[config.mk]
export PLATFORM = sky130hd
export DESIGN_NAME = btn_capture
export DESIGN_NICKNAME = d
export VERILOG_FILES = /design/src/rtl/btn_capture.sv
export SDC_FILE = /design/constraint.sdc
export NUM_CORES = 1
export LEC_CHECK = 0
export CAP_MARGIN = 0
export CORE_MARGIN = 2
export CORE_UTILIZATION = 55
export CTS_CLUSTER_DIAMETER = 100
export DETAILED_ROUTE_END_ITERATION = 8
export PLACE_DENSITY = 0.73
export SYNTH_ARGS = -nofsm -noshare
export SYNTH_HDL_FRONTEND = slang
export SYNTH_SLANG_ARGS = --single-unit
[constraint.sdc]
create_clock -name clk -period 3.78 [get_ports clk]
set_input_delay 0.378 -clock clk [delete_from_list [all_inputs] [get_ports clk]]
set_output_delay 0.378 -clock clk [all_outputs]
set_load 0.1 [all_outputs]
[src/rtl/btn_capture.sv]
// btn_capture: synchronize, debounce and latch elevator car/hall buttons; derive request position flags.
module btn_capture #(
  parameter int SAMPLE_DIV = 100000
) (
  input  logic       clk,
  input  logic       rst,
  input  logic [7:0] raw_floor,
  input  logic [7:0] raw_up,
  input  logic [7:0] raw_down,
  input  logic [2:0] floor,
  input  logic       clr,
  input  logic       clr_up,
  output logic [7:0] floor_btn,
  output logic [7:0] up,
  output logic [7:0] down,
  output logic       req_here,
  output logic       req_above,
  output logic       req_below
);
  localparam logic [16:0] LAST = 17'(SAMPLE_DIV - 1);
  logic [23:0] s1_q, s2_q, h0_q, h0_d, h1_q, h1_d, deb_q, deb_d, deb_p_q, rise;
  logic [16:0] cnt_q, cnt_d;
  logic [7:0]  floor_btn_q, floor_btn_d, up_q, up_d, down_q, down_d, sel, any_req;
  logic        tick;
  always_comb begin
    tick        = cnt_q == LAST;
    cnt_d       = tick ? '0 : cnt_q + 17'd1;
    h0_d        = tick ? s2_q : h0_q;
    h1_d        = tick ? h0_q : h1_q;
    // post-shift history is {h1, h0, s2}; level moves only on all-ones or all-zeros
    deb_d       = tick ? ((h1_q & h0_q & s2_q) | (deb_q & (h1_q | h0_q | s2_q))) : deb_q;
    rise        = deb_q & ~deb_p_q;
    sel         = 8'd1 << floor;
    floor_btn_d = (floor_btn_q | rise[7:0]) & ~(clr ? sel : 8'h00);
    up_d        = (up_q | rise[15:8]) & ~(clr && clr_up ? sel : 8'h00) & 8'h7F;
    down_d      = (down_q | rise[23:16]) & ~(clr && !clr_up ? sel : 8'h00) & 8'hFE;
  end
  always_ff @(posedge clk)
    if (rst) begin
      s1_q        <= '0;
      s2_q        <= '0;
      h0_q        <= '0;
      h1_q        <= '0;
      deb_q       <= '0;
      deb_p_q     <= '0;
      cnt_q       <= '0;
      floor_btn_q <= '0;
      up_q        <= '0;
      down_q      <= '0;
    end else begin
      s1_q        <= {raw_down, raw_up, raw_floor};
      s2_q        <= s1_q;
      h0_q        <= h0_d;
      h1_q        <= h1_d;
      deb_q       <= deb_d;
      deb_p_q     <= deb_q;
      cnt_q       <= cnt_d;
      floor_btn_q <= floor_btn_d;
      up_q        <= up_d;
      down_q      <= down_d;
    end
  assign floor_btn = floor_btn_q;
  assign up        = up_q;
  assign down      = down_q;
  assign any_req   = floor_btn_q | up_q | down_q;
  assign req_here  = any_req[floor];
  assign req_above = |(any_req & (8'hFE << floor));
  assign req_below = |(any_req & ~(8'hFF << floor));
endmodule

# After elaboration in Yosys (flattened, before gate mapping)
# Index checks and enable logic that the tools add are counted.
# word_totals
word_cells	50
reg_bits	184
inputBits	31
output_inout_bits	27
# classes
shifts	3
n_eq_ne	1
reduce_logical	6
mux	5
n_bitwise	22
magnitude_cmp	1
add_sub_neg	1
# ops
op	n
$and 24x24->24	4
$or 24x24->24	3
$and 8x8->8	4
$not 24->24	1
$not 8->8	3
$or 8x8->8	3
$add 17x1->17 const B	1
$eq 17x17->1 const B	1
$mux 8	2
$reduce_or 8->1	2
$shl 8x3->8 const A	2
$or 8x7->8	1
$shl 1x3->8 const A	1
$and 7x7->7	1
$mux 7	1
$not 7->7	1
$or 7x7->7	1
$lt 3x4->1 const B	1
$bmux 1 s3	1
$logic_and 1x1->1	2
$reduce_or 2->1	1
$logic_not 1->1	1
$mux 1	1

# Longest topological paths before layout
# Gate-level depths: netlist (run 1).
# depth
word_depth	5
mapped_depth	7
mapped_depth_nobuf	5

# Worst setup path before layout (run 1)
# No wires, ideal clock.
# synth_timing
path_kind	reg2out
startpoint	register down_q[1], in the netlist down[1]
endpoint	output req_above
t_arrival_ns	3.516
path_buffers	0
setup_slack_ns	-0.114
stages_incl_launch_ff	5
required_ns	3.402
path_cell_list	dfxtp_1 nor3_1 o21ai_0 a211oi_1 o21ai_0
# synth_between
elab_chain_len	3
# synth_lines
element	line_no	text
start, declared	23	logic [7:0] floor_btn_q, floor_btn_d, up_q, up_d, down_q, down_d, sel, any_req;
start signal, assigned	60	down_q <= down_d;
$or 8x8->8	65	assign any_req = floor_btn_q | up_q | down_q;
$and 8x8->8	67	assign req_above = |(any_req & (8'hFE << floor));
$reduce_or 8->1	67	
end, declared	17	output logic req_above,
# Every way passes these cells.

# Worst setup path in the final report (run 1)
# layout_timing
startpoint	input floor[2]
endpoint	output req_here
# layout_between
elab_chain_len	2
# layout_lines
element	line_no	text
start, declared	10	input logic [2:0] floor,
$bmux 1 s3	66	assign req_here = any_req[floor];
$mux 1 (implied by the code)	66	
end, declared	16	output logic req_here,
# Every way passes these cells. The select of a mux whose other input is x is not followed.

==> results.yml, run 1 <==
clock_network:
  hold_buffers: 0
  root_buffer: "clkbuf_16"
  clk_latency_ps: 420
  post-cts-setup-buffers: 0
  cts_tree: "done"
  clock_sinks: 171
  clock_path_buffers: 2
  clk_pin_slew_ps: 60
  cts_resized: 0
  cts_buffers: 17
  h-tree-depth: 4
final_layout:
  fin_nets: 779
  fill_cells: 935
  insertedDiodeCount: 0
  layout_commonest_cell: "dfxtp_1"
  final_cells: 902
  syn2layout_area_growth_pct: 16.63
  layout.cells.most_common_list: "171 x dfxtp_1, 72 x a21oi_1, 72 x nand3_1, 68 x nor2b_1, 64 x o21ai_0"
  final_layout_size_suffix_gt1_share_pct: 6.192
global_route:
  grt_max_degree: 73
  antenna_found_initial: 0
  grt_usage_pct: 22.50
  overflow: 0
  grt_pass1_wl_mm: 23.24
  grt_pass1_vias: 4953
yosys:
  yosys_warnings: 0
  synth_edf_count: 0
  syn_area_sq_um: 6515
  async_flop_share_pct: 0
  ys_seq_area_share_pct: 52.54
  synth_cell_types: 44
  syn_avg_cell_area_sq_um: 9.024
  synthFlopType: "dfxtp_1"
  syn_inst: 722
  yosys_register_bits: 171
min_path:
  hp-start: "s1_q[13]$_SDFF_PP0_"
  min_path_type: "flip-flop to flip-flop"
worst_setup_path:
  start_kind: "primary input"
  path_max_fanout: 20
  rr_startpoint: "cnt_q[9]$_SDFF_PP0_"
  cp_common_cell: "a21oi_1"
  crit_chain: "clkdlybuf4s50_1, nor4_1, a21oi_1, a211oi_1, a21oi_1, buf_4"
  slowest_delay_ps: 720
  cp_slowest_cell: "clkdlybuf4s50_1"
  worst_setup_path_end_kind: "output pin"
  cp-startpoint: "floor[2]"
  crit_family: "buffers and inverters"
  path_class: "primary input to output pin"
  required_ps: 3400
  arrival_ps: 2230
  worstPathBufferInverterCount: 2
routing:
  drt_iter0_drc: 585
  first_pass_iters: 6
  vias: 5251
  drc: 0
  viasPerCell: 5.822
  wl_per_cell_microns: 15.20
  routed_wl_mm: 13.71
  ant_nets: 0
sta:
  finClkSkew_ps: 6.823
  tns_ps: 0
  max_freq_ghz: 0.3837
  tightest_slew_ps: 987.4
  rsz0062_at_grt: "no"
  relSlewSlack_pct: 33.97
  fin_crit_ps: 2606
  setup_ws_ps: 1174
  setup_viol: 0
  fin_crit_sh_pct: 68.95
  hold_violations: 0
  slew_viol_final: 0
floorplanning:
  fp.dieW_microns: 112.8
  die_h_microns: 112.8
  coreArea_sq_um: 11470
  ios: 58
  die_area_sq_um: 12730
  num_rows: 39
  start_util_pct: 56.81
power_and_ir_drop:
  powerDensity_nw_per_um2: 471.0
  leakage_nw: 2.660
  switching_share_pct: 20.57
  ir_drop_mv: 0.6825
  power.net_switching_mw: 0.7363
  power_frac_clock_pct: 45.4
  p_comb_share_pct: 3.2
  p_int_mw: 2.843
  power.total_mw: 3.579
  seqPwrFrac_pct: 51.4
run_status:
  status: "completed"
placed_design:
  dp_hpwl_mm: 8.572
  place.gp.congestion: 0.9143
  place_inst: 871
  numPortBuffers: 53
  preCtsSetupSlack_ps: 1207
job:
  max_cap_violations: 0
==> cell usage after synthesis, drive strengths merged (10+ instances only) <==
master / instances / area (sq um)
dfxtp: 171 / 3423
nor2b: 68 / 425.4
a211oi: 26 / 195.2
inv: 26 / 97.59
nor3: 13 / 65.06
nor2: 24 / 90.09
xnor2: 10 / 87.58
clkbuf: 42 / 160.1
a31oi: 22 / 137.6
nand3: 72 / 360.4
a21oi: 72 / 360.4
o31ai: 23 / 172.7
and3: 23 / 143.9
o21ai: 71 / 355.3
buf: 13 / 83.83
==> layer usage <==
layer / track usage, % / up-vias / wire, microns
met1: 29.58 / 2481 / 6499
met2: 35.61 / 132 / 6304
met3: 4.821 / 22 / 636
met4: 10.57 / 0 / 269
met5: 0 / - / 0
li1: - / 2616 / -
==> stage by stage <==
step | instance area [sq um] | utilization, % | hold slack [ps]
floorplan | 6519 | - | 413.8
global placement | 7042 | 61.41 | 418.3
detailed placement | 7042 | 61.41 | 420.4
CTS | 7599 | 66.26 | 434.4
global route | 7599 | 66.26 | 444.6
finish | 7599 | 66.26 | 433.2
==> flip-flops by register name (all words and copies together) (netlist names) <==
register / flops
h1_q: 22
h0_q: 22
cnt_q: 17
s1_q: 22
up: 7
deb_p_q: 22
deb_q: 22
s2_q: 22
floor_btn: 8
down: 7
==> path summary, 6_finish.rpt <==
check	depth (start not counted)	end	slack, ps
setup / recovery	6	req_here	1170
hold / removal	1	s2_q[13]$_SDFF_PP0_	430
setup reg to reg	4	cnt_q[12]$_SDFF_PP0_	1510
hold reg to reg	1	s2_q[13]$_SDFF_PP0_	430
==> power by group through the flow <==
stage	sequential, mW	clock, mW	combinational (mW)
after floorplan	1.87	0	0.0776
after global placement	1.88	0	0.114
after detailed placement	1.88	0	0.115
after CTS	1.84	1.65	0.116
after global routing	1.84	1.73	0.126
final	1.84	1.62	0.116
==> cell type report <==
| cell class | count | area, sq um | share of cell area [%] |
|---|---|---|---|
| Clock inverter | 7 | 65.06 | 0.8562 |
| Timing Repair Buffer | 60 | 573.1 | 7.542 |
| Multi-Input combinational cell | 471 | 2769 | 36.44 |
| Clock buffer | 24 | 491.7 | 6.471 |
| Tap cell | 143 | 178.9 | 2.355 |
| Inverter | 26 | 97.59 | 1.284 |
| Sequential cell | 171 | 3423 | 45.05 |
==> cells by family after synthesis <==
group	after synthesis	synth area share, %
AO/OA/AOI/OAI	219	19.55
XOR/XNOR	13	1.748
adder cells (fa/ha/maj)	2	0.3457
buffers and inverters	81	5.243
flip-flops	171	52.54
multiplexers	1	0.3457
other	1	0.05756
AND/OR/NAND/NOR	234	20.17
Power figures use the tool's default switching activity.
==> run 2: changes to the inputs <==
clock period = 2.4 ns   (was 3.78 ns; I/O delays follow)
==> run 2 against run 1 <==
Net effect:
- wire length rose by 1.5%
- die area did not move
- non-clock buffer count rose by 8
- clock power rose by 51%
- highest routed layer unchanged
- clock skew rose by 5.8 ps
- combinational power rose by 71%
- largest power group unchanged
- setup slack got worse by 1000 ps
- cell area rose by 1.6%
- sequential share of layout area fell by 0.32 points
- register-to-register slack got worse by 1300 ps
- first-iteration DRC count fell by 21%
==> results.yml, run 2 (synthesized netlist as in run 1, its figures left out) <==
run_status:
  status: "completed"
sta:
  setup_viol: 0
  rsz0062_at_grt: "no"
  fin_crit_ps: 2237
  hold_violations: 0
  tightest_slew_ps: 545.1
  finClkSkew_ps: 12.60
  relSlewSlack_pct: 63.58
  max_freq_ghz: 0.4470
  tns_ps: 0
  fin_crit_sh_pct: 93.21
  slew_viol_final: 0
final_layout:
  final_layout_size_suffix_gt1_share_pct: 13.67
  layout.cells.most_common_list: "150 x dfxtp_1, 72 x nand3_1, 71 x a21oi_1, 68 x nor2b_1, 64 x o21ai_0"
  fin_nets: 787
  insertedDiodeCount: 0
  final_util_pct: 67.34
  fill_cells: 908
  layout_commonest_cell: "dfxtp_1"
  syn2layout_area_growth_pct: 18.53
floorplanning:
  start_util_pct: 56.81
  fp.dieW_microns: 112.8
  ios: 58
  die_h_microns: 112.8
  num_rows: 39
  coreArea_sq_um: 11470
  die_area_sq_um: 12730
worst_setup_path:
  cp-startpoint: "up[0]$_SDFF_PP0_"
  start_kind: "flip-flop"
  arrival_ps: 2000
  required_ps: 2160
  path_max_fanout: 5
  rrSetupSlack_ps: 260
  worst_setup_path_end_kind: "output pin"
  path_class: "flip-flop to output pin"
  rr_startpoint: "cnt_q[12]$_SDFF_PP0_"
job:
  max_cap_violations: 0
clock_network:
  hold_buffers: 0
  cts_tree: "done"
  post-cts-setup-buffers: 0
  clock_path_buffers: 2
  root_buffer: "clkbuf_16"
  clock_sinks: 171
  cts_buffers: 17
  clk_latency_ps: 430
  clk_pin_slew_ps: 60
  h-tree-depth: 4
routing:
  routed_wl_mm: 13.91
  drt_iter0_drc: 460
  viasPerCell: 5.846
  first_pass_iters: 5
  drc: 0
  ant_nets: 0
  wl_per_cell_microns: 15.27
  vias: 5326
power_and_ir_drop:
  powerDensity_nw_per_um2: 715.5
  power.total_mw: 5.526
  ir_drop_mv: 0.6671
  leakage_nw: 2.754
min_path:
  hp-start: "rst"
  min_path_type: "primary input to flip-flop"
placed_design:
  dp_hpwl_mm: 8.844
  place.gp.congestion: 0.8700
  numPortBuffers: 53
global_route:
  grt_max_degree: 67
  antenna_found_initial: 0
  grt_pass1_vias: 4808
  grt_pass1_wl_mm: 23.15
  overflow: 0
  grt_usage_pct: 22.37
==> run 2: cell types whose count changed in the layout (fill, tap and decap cells not counted), moves of 2 or more <==
cell | before | now
clkdlybuf4s50_1 | 49 | 27
buf_4 | 11 | 35
dfxtp_1 | 171 | 150
dfxtp_2 | 0 | 19
dfxtp_4 | 0 | 2
clkbuf_8 | 4 | 2
clkinvlp_4 | 2 | 6
nor3_2 | 0 | 2
buf_12 | 0 | 6
nor3_1 | 13 | 11
==> run 2: where the power goes <==
| part | switching, mW | leakage (nW) | internal (mW) |
|---|---|---|---|
| sequential | 0.0183 | 1.40 | 2.87 |
| combinational | 0.111 | 1.11 | 0.0864 |
| clock | 1.07 | 0.247 | 1.37 |
==> run 2: final timing paths <==
check	cells after the start	endpoint
worst max-delay path	5	req_below
worst min-delay path	2	s1_q[7]$_SDFF_PP0_
worst max register to register	5	deb_q[8]$_SDFFE_PP0N_
worst min register to register	1	s2_q[17]$_SDFF_PP0_
==> run 2: what timing repair did <==
item                                    4_1_cts  5_1_grt
endpoints found under the setup margin        0        2
endpoints found under the hold margin         0        0
gates resized for setup                       0        2
==> run 2: final cells by class <==
cell class                 instances  area (sq um)  area share (%)
sequential                       171          3455           44.73
multi-input combinational        471          2806           36.34
timing repair buffer              68         653.1           8.458
clock buffer                      21         460.4           5.962
tap                              143         178.9           2.317
inverter                          26         97.59           1.264
clock inverter                    11         71.32          0.9235
==> run 2: routing by layer <==
metal / up-vias / part of all wire, % / GRT usage [%]
met5: - / 0 / 0
met1: 2517 / 45 / 29.07
met4: 0 / 1.7 / 8.537
li1: 2643 / - / -
met2: 142 / 48 / 35.89
met3: 24 / 5.5 / 5.945
==> run 2: worst max-delay path: stages (launching register included) <==
cell	delay [ps]
dfxtp_4	360
or2_2	290
maj3_1	360
o21ai_0	150
nand4_1	180
buf_12	220
==> run 2: per-stage QoR <==
| step | hold WS [ps] | instance area (sq um) | std cells | worst slack [ps] |
|---|---|---|---|---|
| 3_3_place_gp | 415.3 | 7181 | 879 | 282.3 |
| 5_1_grt | 262.0 | 7722 | 911 | 84.95 |
| 2_1_floorplan | 368.2 | 6578 | 723 | 3.280 |
| 6_report | 248.3 | 7722 | 911 | 163.0 |
| 3_5_place_dp | 420.4 | 7181 | 879 | 262.2 |
| 4_1_cts | 244.9 | 7712 | 911 | 28.31 |
